**config.mk**
```make
export PLATFORM = sky130hd
export DESIGN_NAME = write_back_unit_flat
export DESIGN_NICKNAME = d
export VERILOG_FILES = /design/src/rtl/write_back_unit_if.sv /design/src/rtl/write_back_unit.sv /design/src/flat_wrapper.sv
export SDC_FILE = /design/constraint.sdc
export NUM_CORES = 1
export LEC_CHECK = 0
export ABC_AREA = 0
export ABC_CLOCK_PERIOD_IN_PS = 1900
export BUFFER_PORTS_ARGS = -buffer_cell sky130_fd_sc_hd__buf_2
export CAP_MARGIN = 20
export CORE_MARGIN = 10
export CORE_UTILIZATION = 35
export DETAILED_ROUTE_END_ITERATION = 10
export MAX_ROUTING_LAYER = met4
export PLACE_DENSITY = 0.75
export SYNTH_ARGS = -nofsm -noshare
export SYNTH_HDL_FRONTEND = slang
export SYNTH_SLANG_ARGS = --single-unit
```
**constraint.sdc**
```tcl
create_clock -name clock -period 1.9 [get_ports clock]
set_clock_uncertainty 0.05 [all_clocks]
set_input_delay 0 -clock clock [delete_from_list [all_inputs] [get_ports clock]]
set_output_delay 0 -clock clock [all_outputs]
set_load 0.01 [all_outputs]
```
**src/rtl/write_back_unit_if.sv**
```systemverilog
// Bus bundle between the execute stage, data memory and the register file
// for the write-back unit. The slave modport is the write-back unit's view.
interface write_back_unit_if #(
  parameter int DATA_WIDTH  = 32,
  parameter int GPR_WIDTH   = 3,
  parameter int COUNT_WIDTH = 16
);
  logic                   halt;
  logic                   exec_valid;
  logic                   exec_is_load;
  logic [GPR_WIDTH-1:0]   exec_dest;
  logic [DATA_WIDTH-1:0]  exec_result;
  logic                   mem_rvalid;
  logic [DATA_WIDTH-1:0]  mem_rdata;
  logic                   write_enable;
  logic [GPR_WIDTH-1:0]   write_address;
  logic [DATA_WIDTH-1:0]  write_data;
  logic                   stall;
  logic [GPR_WIDTH-1:0]   busy_address;
  logic                   load_error;
  logic [COUNT_WIDTH-1:0] writes_retired;

  modport slave (
    input  halt, exec_valid, exec_is_load, exec_dest, exec_result,
    input  mem_rvalid, mem_rdata,
    output write_enable, write_address, write_data,
    output stall, busy_address, load_error, writes_retired
  );

  modport master (
    output halt, exec_valid, exec_is_load, exec_dest, exec_result,
    output mem_rvalid, mem_rdata,
    input  write_enable, write_address, write_data,
    input  stall, busy_address, load_error, writes_retired
  );
endinterface

```
**src/rtl/write_back_unit.sv**
```systemverilog
// Write-back stage: commits ALU results immediately, parks on loads until
// the data-memory response arrives (stalling upstream), flags lost or stray
// memory responses and counts committed register writes.
module write_back_unit #(
  parameter int DATA_WIDTH   = 32,
  parameter int GPR_WIDTH    = 3,
  parameter int LOAD_TIMEOUT = 16,
  parameter int COUNT_WIDTH  = 16
) (
  input  logic               clock,
  input  logic               reset,
  write_back_unit_if.slave   bus
);

  localparam int TW = (LOAD_TIMEOUT > 2) ? $clog2(LOAD_TIMEOUT) : 1;
  localparam logic [TW-1:0] LAST_COUNT = TW'(LOAD_TIMEOUT - 1);

  typedef enum logic {IDLE, WAIT_MEM} state_t;

  state_t                 state;
  state_t                 next_state;
  logic [TW-1:0]          wait_count;
  logic                   do_write;
  logic [GPR_WIDTH-1:0]   next_address;
  logic [DATA_WIDTH-1:0]  next_data;
  logic                   set_error;
  logic                   accept_load;
  logic                   count_up;

  // State register
  always_ff @(posedge clock) begin
    if (reset) state <= IDLE;
    else       state <= next_state;
  end

  // Next-state: a response always wins over the timeout; halt freezes both
  // acceptance of new work and the timeout itself
  always_comb begin
    next_state = state;
    case (state)
      IDLE: begin
        if (!bus.halt && bus.exec_valid && bus.exec_is_load) next_state = WAIT_MEM;
      end
      WAIT_MEM: begin
        if (bus.mem_rvalid)                             next_state = IDLE;
        else if (!bus.halt && wait_count == LAST_COUNT) next_state = IDLE;
      end
      default: next_state = IDLE;
    endcase
  end

  // Output decode: what to commit this edge, and whether to raise the error
  always_comb begin
    do_write     = 1'b0;
    next_address = '0;
    next_data    = '0;
    set_error    = 1'b0;
    accept_load  = 1'b0;
    count_up     = 1'b0;
    case (state)
      IDLE: begin
        if (bus.mem_rvalid) set_error = 1'b1;
        if (!bus.halt && bus.exec_valid) begin
          if (bus.exec_is_load) begin
            accept_load = 1'b1;
          end else begin
            do_write     = 1'b1;
            next_address = bus.exec_dest;
            next_data    = bus.exec_result;
          end
        end
      end
      WAIT_MEM: begin
        if (bus.mem_rvalid) begin
          do_write     = 1'b1;
          next_address = bus.busy_address;
          next_data    = bus.mem_rdata;
        end else if (!bus.halt) begin
          if (wait_count == LAST_COUNT) set_error = 1'b1;
          else                          count_up  = 1'b1;
        end
      end
      default: ;
    endcase
  end

  // Registered datapath: write port, pending-load tracking, error and counter
  always_ff @(posedge clock) begin
    if (reset) begin
      bus.write_enable   <= 1'b0;
      bus.write_address  <= '0;
      bus.write_data     <= '0;
      bus.busy_address   <= '0;
      bus.load_error     <= 1'b0;
      bus.writes_retired <= '0;
      wait_count         <= '0;
    end else begin
      bus.write_enable <= do_write;
      if (do_write) begin
        bus.write_address  <= next_address;
        bus.write_data     <= next_data;
        bus.writes_retired <= bus.writes_retired + COUNT_WIDTH'(1);
      end
      if (accept_load) begin
        bus.busy_address <= bus.exec_dest;
        wait_count       <= '0;
      end else if (count_up) begin
        wait_count <= wait_count + TW'(1);
      end
      if (set_error) bus.load_error <= 1'b1;
    end
  end

  // Stall is purely the waiting state so upstream sees it without delay
  always_comb bus.stall = (state == WAIT_MEM);

endmodule

```
**src/flat_wrapper.sv**
```systemverilog
// flat-port wrapper written by rule: the top's interface ports become plain ports
module write_back_unit_flat 
#(
  parameter int DATA_WIDTH   = 32,
  parameter int GPR_WIDTH    = 3,
  parameter int LOAD_TIMEOUT = 16,
  parameter int COUNT_WIDTH  = 16
)
  (clock, reset, bus_halt, bus_exec_valid, bus_exec_is_load, bus_exec_dest, bus_exec_result, bus_mem_rvalid, bus_mem_rdata, bus_write_enable, bus_write_address, bus_write_data, bus_stall, bus_busy_address, bus_load_error, bus_writes_retired);
  write_back_unit_if #(.DATA_WIDTH(DATA_WIDTH), .GPR_WIDTH(GPR_WIDTH), .COUNT_WIDTH(COUNT_WIDTH)) bus_i ();
  input  logic clock;
  input  logic reset;
  input wire logic [$bits(bus_i.halt)-1:0] bus_halt;
  input wire logic [$bits(bus_i.exec_valid)-1:0] bus_exec_valid;
  input wire logic [$bits(bus_i.exec_is_load)-1:0] bus_exec_is_load;
  input wire logic [$bits(bus_i.exec_dest)-1:0] bus_exec_dest;
  input wire logic [$bits(bus_i.exec_result)-1:0] bus_exec_result;
  input wire logic [$bits(bus_i.mem_rvalid)-1:0] bus_mem_rvalid;
  input wire logic [$bits(bus_i.mem_rdata)-1:0] bus_mem_rdata;
  output wire logic [$bits(bus_i.write_enable)-1:0] bus_write_enable;
  output wire logic [$bits(bus_i.write_address)-1:0] bus_write_address;
  output wire logic [$bits(bus_i.write_data)-1:0] bus_write_data;
  output wire logic [$bits(bus_i.stall)-1:0] bus_stall;
  output wire logic [$bits(bus_i.busy_address)-1:0] bus_busy_address;
  output wire logic [$bits(bus_i.load_error)-1:0] bus_load_error;
  output wire logic [$bits(bus_i.writes_retired)-1:0] bus_writes_retired;
  assign bus_i.halt = bus_halt;
  assign bus_i.exec_valid = bus_exec_valid;
  assign bus_i.exec_is_load = bus_exec_is_load;
  assign bus_i.exec_dest = bus_exec_dest;
  assign bus_i.exec_result = bus_exec_result;
  assign bus_i.mem_rvalid = bus_mem_rvalid;
  assign bus_i.mem_rdata = bus_mem_rdata;
  assign bus_write_enable = bus_i.write_enable;
  assign bus_write_address = bus_i.write_address;
  assign bus_write_data = bus_i.write_data;
  assign bus_stall = bus_i.stall;
  assign bus_busy_address = bus_i.busy_address;
  assign bus_load_error = bus_i.load_error;
  assign bus_writes_retired = bus_i.writes_retired;
  write_back_unit #(.DATA_WIDTH(DATA_WIDTH), .GPR_WIDTH(GPR_WIDTH), .LOAD_TIMEOUT(LOAD_TIMEOUT), .COUNT_WIDTH(COUNT_WIDTH)) u_core (.clock(clock), .reset(reset), .bus(bus_i));
endmodule
```
==> results.md, run 1 <==
* Detailed-route DRC error count at 0
* CP arrival at 2.07 ns
* FP Rows at 30
* Top cells by area, synth: dfxtp_1 (48%), a22oi_1 (10%), a21oi_1 (8.1%), nand2_1 (6.0%), nor2_1 (3.6%)
* Critical path peak fanout at 6
* Post-CTS setup buffer count at 0
* Synth area leader: dfxtp_1
* Tcrit/Tclk final at 0.977
* Synth Area in Compound Gates at 0.232
* PwrDens at 698 nW/um^2
* Initial antenna violation count at 6
* # setup viols final at 0
* H-tree Lvls at 3
* Mapped Area at 2520 um^2
* Area of the die at 11000 um^2
* Setup crit start kind: register
* Core ar. at 6910 um^2
* Yosys warnings at 0
* I/O pins at 130
* Adder-cell area share of the yosys netlist at 0.00994
* Crit Path Class: reg -> reg
* Rel. slew slack at 0.658
* Max Slew Vio Count at 0
* Ys async rst share at 0
* Most frequent cell after synthesis: dfxtp_1
* Nets at 566
* Max Root-Sink Buffers at 2
* DR pass1 iterations at 4
* Max cap viols at 0
* Post-synth top cells: dfxtp_1 (61), a21oi_1 (41), nand2_1 (40)
* R2R Path Start: u_core.bus.stall
* Total Power at 2.97 mW
* DRT iter0 DRCs at 114
* Cell count after synthesis at 288
* Fin Hold WS at 0.0206 ns
* Initial Util at 0.365
* Main combinational cell family by area after synthesis: compound AO/OA/AOI/OAI gates
* Mux share of post-synthesis cell area at 0.0209
* Outcome: complete, no violations
* Max rail drop VDD at 0.416 mV
* Vias in the first global route at 3130
* Register area share after synthesis at 0.485
* Routability Congestion at 0.839
* Pleak at 1.85 nW
* Clock slew at reported path FFs at 0.07 ns
* Synthesis-to-finish area growth at 68.7%
* Average size of a mapped cell at 8.75 um^2
* Dpl hpwl at 5.90 mm
* Input/output buffers at 129
* Root Driver: clkbuf_8
* Clk_lat worst skew at 0.33 ns
* Largest net degree at the start of global routing at 41
* CTS tree: built
* GR Util All Layers at 0.176
* Yosys cell types at 33
* Post-synth EDFFs at 0
* Min-delay worst type: in -> reg
* Final wirelength at 9.63 mm
* Total congestion overflow at 0
* Synth top area share at 0.485
* Fmax at 0.539 GHz
* Post-synthesis xor/xnor area fraction at 0.0522
* Hold path start: bus_mem_rvalid
* Wirelength per Cell at 16.1 um
* Die Ht at 105 um
* Crit. End Element: register
* Critical Path Source: u_core.bus.stall
* Synth Flop Type: dfxtp_1
* Share of cells above drive strength 1 at 0.343
* Total number of vias at 2982
* Unrepaired setup endpoints after global routing: yes
* Post-DRT Antenna Nets at 0
* First-pass GRT wire length at 15.5 mm
* Setup TNS at 0 ns
* Register bit total from synthesis at 61
* Tmin final at 1.86 ns
* Simple-Gate Fraction of Synth Area at 0.162
* Final Hold Vio Count at 0
* Num CTS Buffers at 9
* Worst EP required at 2.11 ns
* Synthesized Nets at 363
* Clock net sink count at 61
* Worst Tran Pin Value at 0.500 ns
* Die width at 105 um
* Vias per cell at 4.98
## cells by family (layout without fill, tap and decap cells)
group,after synthesis,after routing
xor+xnor,15,15
fa+ha+maj,2,2
buf+inv,24,232
other cells,0,7
simple gates,90,90
mux,5,5
flops,61,61
compound gates,91,91
## flip-flops by register name, indices dropped and copies added (netlist names)
signal	count
u_core.bus.write_enable	1
u_core.bus.load_error	1
u_core.bus.busy_address	3
u_core.bus.stall	1
u_core.wait_count	4
u_core.bus.write_address	3
u_core.bus.write_data	32
u_core.bus.writes_retired	16
## power breakdown
part | switching, mW | internal [mW] | total, mW
Sequential | 0.0197 | 1.32 | 1.34
Combinational | 0.184 | 0.221 | 0.404
Clock | 0.489 | 0.733 | 1.22
Total | 0.692 | 2.27 | 2.97
## final timing paths
| path | to | slack, ns | cells after the start |
|---|---|---|---|
| worst min-delay path | u_core.wait_count[1] | 0.02 | 4 |
| worst max-delay path | u_core.bus.writes_retired[11] | 0.04 | 4 |
| worst min register to register | u_core.bus.write_data[14] | 0.40 | 2 |
| worst max register to register | u_core.bus.writes_retired[11] | 0.04 | 4 |
## cells in the final DEF, fill, tap and decap left out, types with 2 or more instances in the layout
master         netlist  layout
diode_2              0       7
dlygate4sd3_1        0      67
inv_1                4       4
o2111ai_1            3       3
and3_1               3       3
xor2_1               9       9
buf_2                3     129
mux2_2               2       2
buf_4                0      15
or3_1                3       3
a21oi_1             41      40
clkinv_2             0       3
nand4_1              3       3
bufinv_16            0       2
a2111oi_0            3       2
a22oi_1             35      35
xnor2_1              6       6
ha_1                 2       2
o21ai_0              4       4
a211oi_1             2       2
nand2_1             40      40
nand3_1              8       8
mux2i_1              3       3
nor4b_2              0       2
clkbuf_8             0       9
nor2_1              24      23
clkbuf_1            16       2
dfxtp_1             61      60
## timing repair
action,CTS,global route
gates resized for setup,1,3
endpoints found under the setup margin,1,5
cloned,0,0
hold endpoints to repair,38,0
hold buffers,67,0
## metrics by stage
stage | area (um^2) | std cells | utilization | setup slack (ns)
global placement | 3340 | 509 | 0.484 | 0.0353
floorplan | 2530 | 288 | - | 0.0230
CTS | 4220 | 592 | 0.611 | 0.0609
finish | 4250 | 599 | 0.615 | 0.0442
global route | 4250 | 599 | 0.615 | -0.000244
detailed placement | 3340 | 509 | 0.484 | 0.0178
## metal layers
metal | up-vias | global-route usage | part of all wire
li1 | 1447 | - | -
met1 | 1364 | 0.183 | 0.39
met3 | 40 | 0.0528 | 0.067
met5 | - | - | 0
met4 | 0 | 0.127 | 0.054
met2 | 131 | 0.280 | 0.49
## worst max-delay path: stages, from the launching register on
cell and delay, ns:
dfxtp_2 0.32, or4b_4 0.52, a2111o_1 0.42, or3_1 0.34, a21oi_2 0.14
## final cells by class
class	instances	area [um^2]
diodes	7	17.5
clock buffers	11	131
clock inverters	5	75.1
fillers	616	2660
inverters	4	15.0
multi-input cells	203	1230
flip-flops and latches	61	1220
well taps	96	120
repair buffers	212	1440
Power figures use the tool's default switching activity.
==> inputs of run 2 (changes only) <==
--- a/config.mk
+++ b/config.mk
@@ -9,11 +9,11 @@
 export ABC_CLOCK_PERIOD_IN_PS = 1900
 export BUFFER_PORTS_ARGS = -buffer_cell sky130_fd_sc_hd__buf_2
 export CAP_MARGIN = 20
-export CORE_MARGIN = 10
+export CORE_MARGIN = 4
 export CORE_UTILIZATION = 35
 export DETAILED_ROUTE_END_ITERATION = 10
-export MAX_ROUTING_LAYER = met4
 export PLACE_DENSITY = 0.75
+export REMOVE_ABC_BUFFERS = 1
 export SYNTH_ARGS = -nofsm -noshare
 export SYNTH_HDL_FRONTEND = slang
 export SYNTH_SLANG_ARGS = --single-unit
==> results.md, run 2 (synthesized netlist as in run 1, its figures left out) <==
* Max rail drop VDD at 0.404 mV
* Critical path peak fanout at 6
* Pleak at 1.88 nW
* Largest net degree at the start of global routing at 41
* Final wirelength at 8.89 mm
* Total number of vias at 2943
* Wirelength per Cell at 15.0 um
* M3 GR Usage at 0.0561
* Core ar. at 6910 um^2
* Unrepaired setup endpoints after global routing: yes
* CTS tree: built
* Tmin final at 1.88 ns
* Max Slew Vio Count at 0
* Total Power at 3.20 mW
* Total congestion overflow at 0
* Max Root-Sink Buffers at 2
* Synthesis-to-finish area growth at 70.9%
* CP cell instances: or4b_4 > a2111o_1 > or3_4 > a21oi_1
* Critical-path top delay cell: or4b_4
* Worst reg-to-reg path cell count at 4
* Post-CTS setup buffer count at 0
* Top Usage Layer GRT: met2
* Worst hold path depth at 4
* Critical path depth in cells at 4
* Input/output buffers at 129
* Tcrit/Tclk final at 0.989
* Clock slew at reported path FFs at 0.07 ns
* Met2 Use GR at 0.385
* Max cap viols at 0
* CP max stage delay at 0.53 ns
* GR Util All Layers at 0.206
* Crit Path Class: reg -> reg
* Final Hold Vio Count at 0
* Routability Congestion at 0.783
* Commonest non-fill, non-tap cell in the layout: buf_2
* Area of the multi-input gates at 1240 um^2
* Vias in the first global route at 3018
* Number of buffers and inverters on the critical path at 0
* Clock net sink count at 61
* CP arrival at 2.09 ns
* Share of cells above drive strength 1 at 0.344
* Detailed-route DRC error count at 0
* Outcome: complete, no violations
* I/O pins at 130
* Initial antenna violation count at 0
* DRT iter0 DRCs at 123
* Antenna Cells at 0
* Root Driver: clkbuf_8
* Num CTS Buffers at 9
* Post-DRT Antenna Nets at 0
* Crit. End Element: register
* Nets at 567
* CP top delay family: simple AND/OR/NAND/NOR gates
* Worst Tran Pin Value at 0.528 ns
* Die width at 92.8 um
* PwrDens at 744 nW/um^2
* Fin Hold WS at 0.0193 ns
* Worst EP required at 2.11 ns
* DR pass1 iterations at 6
* Max FFs per register at 32
* FP Rows at 30
* Initial Util at 0.365
* Top Registers: u_core.bus.write_data (32), u_core.bus.writes_retired (16), u_core.wait_count (4)
* # setup viols final at 0
* Fmax at 0.532 GHz
* Rel. slew slack at 0.639
* Most frequent cells in the layout: buf_2 (129), dlygate4sd3_1 (68), dfxtp_1 (61)
* Placed Cells at 509
* Setup crit start kind: register
* Dpl hpwl at 5.06 mm
* Clk_lat worst skew at 0.33 ns
* Vias per cell at 4.96
* Largest Register: u_core.bus.write_data
* H-tree Lvls at 3
* Area of the die at 8620 um^2
* Register area at 1220 um^2
* First-pass GRT wire length at 14.0 mm
* GR Util met1 at 0.203
* Post-place setup slack at -0.0159 ns
* Die Ht at 92.8 um
* Min-delay worst type: in -> reg
* Fin cells at 593
* # fillers at 612
* Final worst slack at 0.0209 ns
-- run 2: layout make-up --
cell class                 instances  area share
sequential                        61       0.284
tap                               96      0.0279
multi-input combinational        203       0.288
inverter                           4     0.00349
clock buffer                      11      0.0352
clock inverter                     5      0.0247
timing repair buffer             213       0.337
-- run 2: worst paths after layout --
check                             from                             to  slack, ns
max                   u_core.bus.stall  u_core.bus.writes_retired[13]       0.02
min                     bus_mem_rvalid           u_core.wait_count[1]       0.02
max reg2reg           u_core.bus.stall  u_core.bus.writes_retired[13]       0.02
min reg2reg  u_core.bus.write_data[21]      u_core.bus.write_data[21]       0.40
-- run 2: worst min-delay path, stage by stage --
cell	delay (ns)
buf_2	0.13
nor3b_1	0.09
nand3_1	0.08
a21oi_1	0.05
-- run 2: power by group --
| group | switching [mW] | internal, mW | leakage [nW] |
|---|---|---|---|
| Sequential | 0.0209 | 1.32 | 0.495 |
| Clock | 0.512 | 0.945 | 0.126 |
| Combinational | 0.182 | 0.223 | 1.26 |
-- run 2: per-stage QoR --
step	util	cell area (um^2)	TNS (ns)
after floorplan	-	2440	-155.92
after global placement	0.483	3340	0
after detailed placement	0.483	3340	-0.0276
after CTS	0.620	4280	0
after global routing	0.623	4310	-0.0452
final	0.623	4310	0
-- run 2: metal layers --
layer / part of all wire / vias to the layer above
met3: 0.069 / 40
met1: 0.35 / 1328
met4: 0.046 / 0
li1: - / 1439
met5: 0 / -
met2: 0.53 / 136
-- run 2: what timing repair did --
action	CTS	global route
pin swaps	1	0
resized for setup	1	5
endpoints found under the hold margin	46	0
hold buffers	68	0
endpoints found under the setup margin	3	22
